===== config.mk =====
export PLATFORM = sky130hd
export DESIGN_NAME = sub_share_arb
export DESIGN_NICKNAME = d
export VERILOG_FILES = /design/src/rtl/sub_share_arb.sv
export SDC_FILE = /design/constraint.sdc
export NUM_CORES = 1
export LEC_CHECK = 0
export BUFFER_PORTS_ARGS = -buffer_cell sky130_fd_sc_hd__buf_2
export CORE_MARGIN = 1
export CORE_UTILIZATION = 50
export DETAILED_ROUTE_END_ITERATION = 8
export PLACE_DENSITY = 0.83
export SKIP_CTS_REPAIR_TIMING = 1
export SLEW_MARGIN = 5
export SYNTH_ARGS = -nofsm -noshare
export SYNTH_HDL_FRONTEND = slang
export SYNTH_SLANG_ARGS = --single-unit

===== constraint.sdc =====
create_clock -name clk -period 4.1 [get_ports clk]
set_input_delay 0.41 -clock clk [delete_from_list [all_inputs] [get_ports clk]]
set_output_delay 0.41 -clock clk [all_outputs]
set_load 0.005 [all_outputs]

===== src/rtl/sub_share_arb.sv =====
// Round-robin arbiter that time-shares one fixed-latency sub unit among
// NREQ requesters, with burst locking and tagged response steering.
module sub_share_arb #(
    parameter int NREQ      = 4,
    parameter int DW        = 3,
    parameter int SUB_LAT   = 2,
    parameter int MAX_BURST = 2
) (
    input  logic                 clk,
    input  logic                 reset_l,
    input  logic [NREQ-1:0]      req_l,
    input  logic [NREQ-1:0]      lock_l,
    input  logic [NREQ*DW-1:0]   req_data,
    input  logic                 sub_rdy,
    input  logic [DW-1:0]        sub_out,
    output logic [NREQ-1:0]      gnt_l,
    output logic [DW-1:0]        sub_in,
    output logic                 sub_vld,
    output logic [NREQ-1:0]      rsp_vld,
    output logic [DW-1:0]        rsp_data,
    output logic                 busy
);

    localparam int PW = $clog2(NREQ);
    localparam int BW = $clog2(MAX_BURST + 1);

    typedef enum logic [1:0] {
        IDLE   = 2'd0,
        GRANT  = 2'd1,
        LOCKED = 2'd2
    } state_t;

    // Increment a requester index, wrapping NREQ-1 back to 0.
    function automatic logic [PW-1:0] next_idx(input logic [PW-1:0] v);
        return (v == PW'(NREQ - 1)) ? '0 : v + PW'(1);
    endfunction

    state_t            state_q, state_d;
    logic [PW-1:0]     ptr_q, ptr_d;
    logic [PW-1:0]     owner_q, owner_d;
    logic [BW-1:0]     burst_q, burst_d;
    logic              arb_en_q;

    logic [NREQ-1:0]   req;
    logic [NREQ-1:0]   elig;
    logic [PW-1:0]     scan_ptr;
    logic [PW-1:0]     cand;
    logic              win_vld;
    logic [PW-1:0]     win;
    logic [DW-1:0]     req_arr [NREQ];
    logic [NREQ-1:0]   gnt_d;
    logic [NREQ-1:0]   rsp_hot;

    // Stage 0 is the issue cycle; stage SUB_LAT lines up with sub_out.
    logic [SUB_LAT:0]  pipe_vld;
    logic [PW-1:0]     pipe_tag [SUB_LAT+1];

    assign req     = ~req_l;
    assign sub_vld = pipe_vld[0];
    assign busy    = ~(&gnt_l) | (|pipe_vld) | (|rsp_vld);

    for (genvar gi = 0; gi < NREQ; gi++) begin : g_unpack
        assign req_arr[gi] = req_data[gi*DW +: DW];
    end

    // Reset release is seen one edge late so the first decision lands on the second edge.
    // NOTE: sequential state uses non-blocking assignments so every flop samples pre-edge values.
    always_ff @(posedge clk or negedge reset_l) begin
        if (!reset_l) arb_en_q <= 1'b0;
        else          arb_en_q <= 1'b1;
    end

    // Arbitration: honour an active lock first, otherwise round-robin from the pointer.
    always_comb begin
        // NOTE: every variable gets a default first so no path leaves a latch behind.
        state_d  = state_q;
        ptr_d    = ptr_q;
        owner_d  = owner_q;
        burst_d  = burst_q;
        win_vld  = 1'b0;
        win      = '0;
        scan_ptr = ptr_q;
        cand     = ptr_q;
        // The requester granted this cycle has not yet seen its grant, so mask it.
        elig     = req & gnt_l;
        if (arb_en_q && sub_rdy) begin
            if (state_q == LOCKED) begin
                if (req[owner_q] && !lock_l[owner_q] && burst_q < BW'(MAX_BURST)) begin
                    win_vld = 1'b1;
                    win     = owner_q;
                    burst_d = burst_q + BW'(1);
                end else begin
                    scan_ptr = next_idx(owner_q);
                    ptr_d    = scan_ptr;
                    burst_d  = '0;
                    state_d  = IDLE;
                end
            end
            if (!win_vld) begin
                cand = scan_ptr;
                for (int i = 0; i < NREQ; i++) begin
                    if (!win_vld && elig[cand]) begin
                        win_vld = 1'b1;
                        win     = cand;
                    end
                    cand = next_idx(cand);
                end
                if (win_vld) begin
                    ptr_d = next_idx(win);
                    if (!lock_l[win]) begin
                        state_d = LOCKED;
                        owner_d = win;
                        burst_d = BW'(1);
                    end else begin
                        state_d = GRANT;
                        burst_d = '0;
                    end
                end else begin
                    state_d = IDLE;
                end
            end
        end
    end

    // Arbiter state registers.
    always_ff @(posedge clk or negedge reset_l) begin
        if (!reset_l) begin
            state_q <= IDLE;
            ptr_q   <= '0;
            owner_q <= '0;
            burst_q <= '0;
        end else begin
            state_q <= state_d;
            ptr_q   <= ptr_d;
            owner_q <= owner_d;
            burst_q <= burst_d;
        end
    end

    // Active-low one-hot grant for the winner.
    always_comb begin
        gnt_d = '1;
        if (win_vld) gnt_d[win] = 1'b0;
    end

    // One-hot strobe for the tag whose result is on sub_out.
    always_comb begin
        rsp_hot = '0;
        rsp_hot[pipe_tag[SUB_LAT]] = 1'b1;
    end

    // Issue, valid pipeline and response registers; reset flushes all in-flight work.
    always_ff @(posedge clk or negedge reset_l) begin
        if (!reset_l) begin
            gnt_l    <= '1;
            sub_in   <= '0;
            pipe_vld <= '0;
            rsp_vld  <= '0;
            rsp_data <= '0;
        end else begin
            gnt_l <= gnt_d;
            if (win_vld) sub_in <= req_arr[win];
            pipe_vld <= {pipe_vld[SUB_LAT-1:0], win_vld};
            if (pipe_vld[SUB_LAT]) begin
                rsp_vld  <= rsp_hot;
                rsp_data <= sub_out;
            end else begin
                rsp_vld  <= '0;
            end
        end
    end

    // Tag shift register travelling alongside pipe_vld.
    // NOTE: tags carry no reset; they are only ever read when the matching valid bit is set.
    always_ff @(posedge clk) begin
        pipe_tag[0] <= win;
        for (int k = 1; k <= SUB_LAT; k++) pipe_tag[k] <= pipe_tag[k-1];
    end

endmodule


Yosys cells after proc, flatten, opt, wreduce, memory -nomap -nowiden
Memories as Yosys holds them, arrays and structs flattened.
Cells that the tools add are included.

word-level totals
  bits in registers = 26
  memory bits (writable) = 6
  output and inout port bits = 16
  word-level logic and storage cells = 135
  memories = 1

memory list
  memory    depth  bits a word  read ports  clocked after memory_dff  wr ports  line  text
  pipe_tag  3      2            3           0                         3         56    logic [PW-1:0] pipe_tag [SUB_LAT+1];

cells by class
  add/sub/neg operators = 6
  magnitude comparators = 12
  equal/unequal tests = 8
  mux-type cells = 70
  bitwise operators = 9
  reduce and logical (&&, ||, !) cells = 19

operator list
  kind                                                 count
  2-to-1 mux 2 bit                                     29
  2-to-1 mux 1 bit                                     27
  < comparator 2 x 3 -> 1 bit, second input constant   8
  binary-select mux 1 bit (select 2 bit)               7
  adder 2 x 1 -> 2 bit, second input constant          6
  equality test 2 bit, second input constant           6
  logical AND 1 bit                                    9
  2-to-1 mux 4 bit                                     2
  NOT 4 bit                                            2
  AND reduction 4 bit                                  2
  binary-select mux 3 bit (select 2 bit)               1
  2-to-1 mux 3 bit                                     2
  zero test 1 bit                                      5
  AND 4 bit                                            1
  demux 1 bit (select 2 bit)                           2
  >= comparator 2 x 1 -> 1 bit, second input constant  2
  inequality test 2 bit, second input constant         2
  OR reduction 4 bit                                   1
  >= comparator 3 bit, second input constant           1
  NOT 1 bit                                            3
  NOT 2 -> 3 bit                                       1
  AND reduction 3 bit                                  1
  OR reduction 3 bit                                   1
  < comparator 2 bit, second input constant            1
  OR 1 bit                                             2

Longest topological paths before layout
  word-level depth = 37
  depth in mapped cells = 21

Worst setup path after synthesis
OpenSTA, ideal clock, no wires.

  kind = reg2reg
  from = reg owner_q[0]
  to = reg sub_in[2]
  library setup time = 136 ps
  data arrival time = 4067 ps
  required time = 3964 ps
  setup slack = -103 ps
  stages on the path, launching flop included = 19
  path through = dfrtp_1 > buf_6 > or3_1 > nand3_1 > a21oi_1 > nor2_1 > inv_1 > ha_1 > or2_2 > clkbuf_1 > o311ai_0 > mux2i_1 > nor4_1 > or3_1 > a32oi_2 > o31ai_4 > mux2i_1 > a31oi_1 > a21boi_1

on the way
  longest elaborated chain between the ends = 35
  elaborated cells on any way between the ends = 69
  those cells by class = add/sub (4); eq/ne (4); mux (49); bitwise (1); reduce/logical (11)

RTL lines
  what                                                 line  text
  start, declared                                      40    logic [PW-1:0] owner_q, owner_d;
  start signal, assigned                               135   owner_q <= owner_d;
  binary-select mux 1 bit (select 2 bit)               88    if (req[owner_q] && !lock_l[owner_q] && burst_q < BW'(MAX_BURST)) begin
  2-to-1 mux 1 bit (not written as such)               88
  zero test 1 bit                                      88
  logical AND 1 bit (2 in a row)                       88
  2-to-1 mux 2 bit                                     88
  2-to-1 mux 2 bit                                     87    if (state_q == LOCKED) begin
  2-to-1 mux 2 bit                                     86    if (arb_en_q && sub_rdy) begin
  binary-select mux 1 bit (select 2 bit)               102   if (!win_vld && elig[cand]) begin
  [17 not listed]                                      n/a
  2-to-1 mux 2 bit                                     102
  2-to-1 mux 2 bit                                     99    if (!win_vld) begin
  2-to-1 mux 2 bit                                     86
  2-to-1 mux 2 bit                                     99
  2-to-1 mux 2 bit                                     86
  NOT 2 -> 3 bit (not written as such)                 162   if (win_vld) sub_in <= req_arr[win];
  binary-select mux 3 bit (select 2 bit)               162
  2-to-1 mux 3 bit (not written as such) (2 in a row)  162
  end signal, assigned                                 162
  end, declared                                        17    output logic [DW-1:0] sub_in,

Several ways; a longest one is shown, not always the timed one. The select of a mux whose other input is x is not followed.
A chain may end at the register's enable or synchronous reset.

Final worst setup path
  from = reg owner_q[0]
  to = reg owner_q[1]

on the way
  longest elaborated chain between the ends = 33
  elaborated cells on any way between the ends = 66
  those cells by class = add/sub (4); eq/ne (4); mux (44); bitwise (2); reduce/logical (12)

RTL lines
  what                                    line  text
  binary-select mux 1 bit (select 2 bit)  88
  2-to-1 mux 1 bit (not written as such)  88
  zero test 1 bit                         88
  logical AND 1 bit (2 in a row)          88
  2-to-1 mux 2 bit                        88
  2-to-1 mux 2 bit                        87
  2-to-1 mux 2 bit                        86
  binary-select mux 1 bit (select 2 bit)  102
  [16 not listed]                         n/a
  logical AND 1 bit                       102
  2-to-1 mux 2 bit                        102
  2-to-1 mux 2 bit                        99
  2-to-1 mux 2 bit                        86
  binary-select mux 1 bit (select 2 bit)  110   if (!lock_l[win]) begin
  2-to-1 mux 1 bit (not written as such)  110
  NOT 1 bit (no source line)              n/a
  AND reduction 4 bit (no source line)    n/a

Several ways; a longest one is shown, not always the timed one. The select of a mux whose other input is x is not followed.

==> flow_summary.toml <==
[yosys]
synthCells = 268
ys_seq_elements = 32
synth.top_cell.area_share = 0.224
async_reset_ff_frac = 0.813
synth_ff_type = "dfrtp_1"
syn_nets = 297
yosysUniqueCellTypes = 69
yosysSeqAreaShare = 0.316
avgSynthCellArea_sq_um = 9.17
yosysWarnings = 0
synth_most_common_cell = "mux2i_1"
netlist_top_cells_count = "mux2i_1 (23), dfrtp_1 (22), nand2_1 (17), nor2_1 (17), o21ai_0 (15)"
synth_top_cell_by_area = "dfrtp_1"
syn_area_sq_um = 2460
synth-edff-count = 0
synthTopCellsByArea = "dfrtp_1 (22%), mux2i_1 (9.4%), dfxtp_1 (4.9%)"

[floorplan]
die_w_um = 72.1
die-area_sq_um = 5200
die_h_um = 72.1
ios = 42
core_area_sq_um = 4720
start_util = 0.521
std_cell_rows = 25

[placement]
gp_congestion = 0.987
post-dp-hpwl_um = 5920
placed_cells = 416
io_buffers = 41

[sta]
rsz0062_at_grt = "true"
final-setup-viol-count = 10
min_period_over_period = 1.04
maxSlewHeadroom = 0.532
fin_hold_ws_ns = 0.117
timing.final.ws_setup_ns = -0.176
fmaxAchievable_mhz = 234
worst_pin_slew_ns = 0.700
final_hold_viol_count = 0
slew_viol_final = 0
skew_ns = 0.00459
period_needed_ns = 4.28

[routing]
wl_met1_um = 3370
postRouteWirelength_um = 8970
drt_iter0_markers = 344
routed_via_density = 6.57
vias = 2839
wl_met2_um = 4290
post_drt_wl_per_cell_um = 20.8
routed.top_layer = "met4"
wl_met3_um = 896
ant_nets = 0
drc = 0
dr.pass1.iters = 6

[cts]
clockBufferDepth = 2
clock_latency_ns = 0.28
numCtsBuffers = 5
cts_sinks = 32
cts_tree = "built"
clk_pin_slew_ns = 0.07
cts_root_buffer = "clkbuf_8"
h-tree-depth = 2

[layout]
layout.cells.non_filler = 432
drive_gt1_frac = 0.496
area_growth_pct = 44.9
n_antenna_cell = 0
nets = 393

[worst_setup_path]
slowest_delay_ns = 0.46
crit_family = "compound AO/OA/AOI/OAI gates"
critical_path_buf_inv_count = 1
critical_path_class = "register to register"
crit_slowest_cell = "dfrtp_2"
cp-end-kind = "register"
crit_top_cell = "o211ai_1"
cp.arrival_ns = 4.44
crit_fanout = 6
path_cells = "nand2b_4 -> o211a_4 -> a21oi_2 -> mux2_4 -> ha_4 -> nor2_1 -> buf_4 -> o311ai_0 -> mux2i_1 -> nor4_4 -> or3_4 -> a32oi_4 -> nor3_1 -> o211ai_1 -> o211ai_1 -> a32o_2"
worstPathRequired_ns = 4.26
cp-start-kind = "register"

[grt]
grt_pass1_wl_um = 12100
grt_antenna_before_repair = 0
grt_remaining_overflow = 0
grt_max_degree = 27
grt_pass1_vias = 2506
grt.total_usage = 0.300

[run_status]
violations = "setup timing"
status = "finished with violations"

[job]
maxCapViolCount = 0

[worst_hold_path]
hp-class = "input port to asynchronous set/reset pin"
-- worst reg2reg max path, delay by kind of cell, from the launching register on --
kind            cells  cell delay (ns)
compound gates      7             1.66
fa+ha+maj           1             0.19
buf+inv             1             0.16
flops               1             0.46
mux                 2             0.79
simple gates        5             0.90
-- cell type report --
type | count | area, sq um
clock buffers | 6 | 82.6
well taps | 67 | 83.8
clock inverters | 2 | 10.0
inverters | 10 | 37.5
fillers | 301 | 1160
flip-flops and latches | 32 | 777
multi-input cells | 213 | 1900
repair buffers | 102 | 671
-- layer usage --
| metal | global-route usage | up-vias |
|---|---|---|
| li1 | - | 1230 |
| met1 | 0.397 | 1345 |
| met2 | 0.492 | 211 |
| met3 | 0.0597 | 53 |
| met4 | 0.100 | 0 |
| met5 | 0 | - |
-- through the flow --
| stage | instance area (sq um) | setup WS (ns) | util | TNS (ns) |
|---|---|---|---|---|
| 2_1_floorplan | 2470 | -0.0110 | - | -0.0209 |
| 3_3_place_gp | 3080 | -0.252 | 0.653 | -1.70 |
| 3_5_place_dp | 3080 | -0.327 | 0.653 | -2.70 |
| 4_1_cts | 3180 | -0.339 | 0.672 | -2.67 |
| 5_1_grt | 3560 | -0.292 | 0.754 | -2.10 |
| 6_report | 3560 | -0.176 | 0.754 | -0.924 |
-- sequential cells by signal (all words and copies together) (netlist names) --
name,cells
burst_q,2
pipe_vld,3
arb_en_q,1
pipe_tag,6
rsp_vld,4
gnt_l,4
ptr_q,2
sub_in,3
state_q,2
owner_q,2
rsp_data,3
-- final timing paths --
kind                       cells past startpoint  slack [ns]           start        endpoint
min in group clk                               0        0.33  pipe_tag[0][3]  pipe_tag[0][5]
hold / removal                                 1        0.12         reset_l       sub_in[2]
hold reg to reg                                0        0.33  pipe_tag[0][3]  pipe_tag[0][5]
setup reg to reg                              16       -0.18      owner_q[0]      owner_q[1]
setup / recovery                              16       -0.18      owner_q[0]      owner_q[1]
max in group asynchronous                      1        3.58         reset_l      owner_q[0]
-- cell families (layout without fill, tap and decap cells) --
logic type | Yosys count | after routing | share of synthesized area
fa+ha+maj | 3 | 3 | 0.0153
flops | 32 | 32 | 0.316
other cells | 1 | 1 | 0.00153
compound gates | 82 | 82 | 0.273
buf+inv | 23 | 120 | 0.0438
simple gates | 96 | 96 | 0.221
mux | 31 | 31 | 0.130
-- layout by cell type, fill, tap and decap left out, types with 3 or more instances in the layout --
master / count
buf_4: 59
buf_2: 41
dfrtp_1: 21
mux2i_1: 20
nor2_1: 16
nand2_1: 15
inv_1: 9
nand3_1: 9
nor3_1: 9
o21ai_0: 8
clkbuf_8: 6
dfxtp_1: 6
nor2b_1: 5
mux2_2: 5
o21ai_1: 5
o211ai_1: 4
o311ai_0: 4
o22ai_1: 4
dfstp_2: 4
nand2b_1: 3
mux2_4: 3
nor3_2: 3
nor3b_1: 3
a21oi_1: 3
o31ai_1: 3
a32oi_4: 3
mux2i_2: 3
nor4_4: 3
a2111oi_2: 3
and2_1: 3
a211oi_1: 3
and4b_1: 3
Power is not shown: default switching activity piles up to over one toggle a cycle in this logic, so the estimate is an artifact.
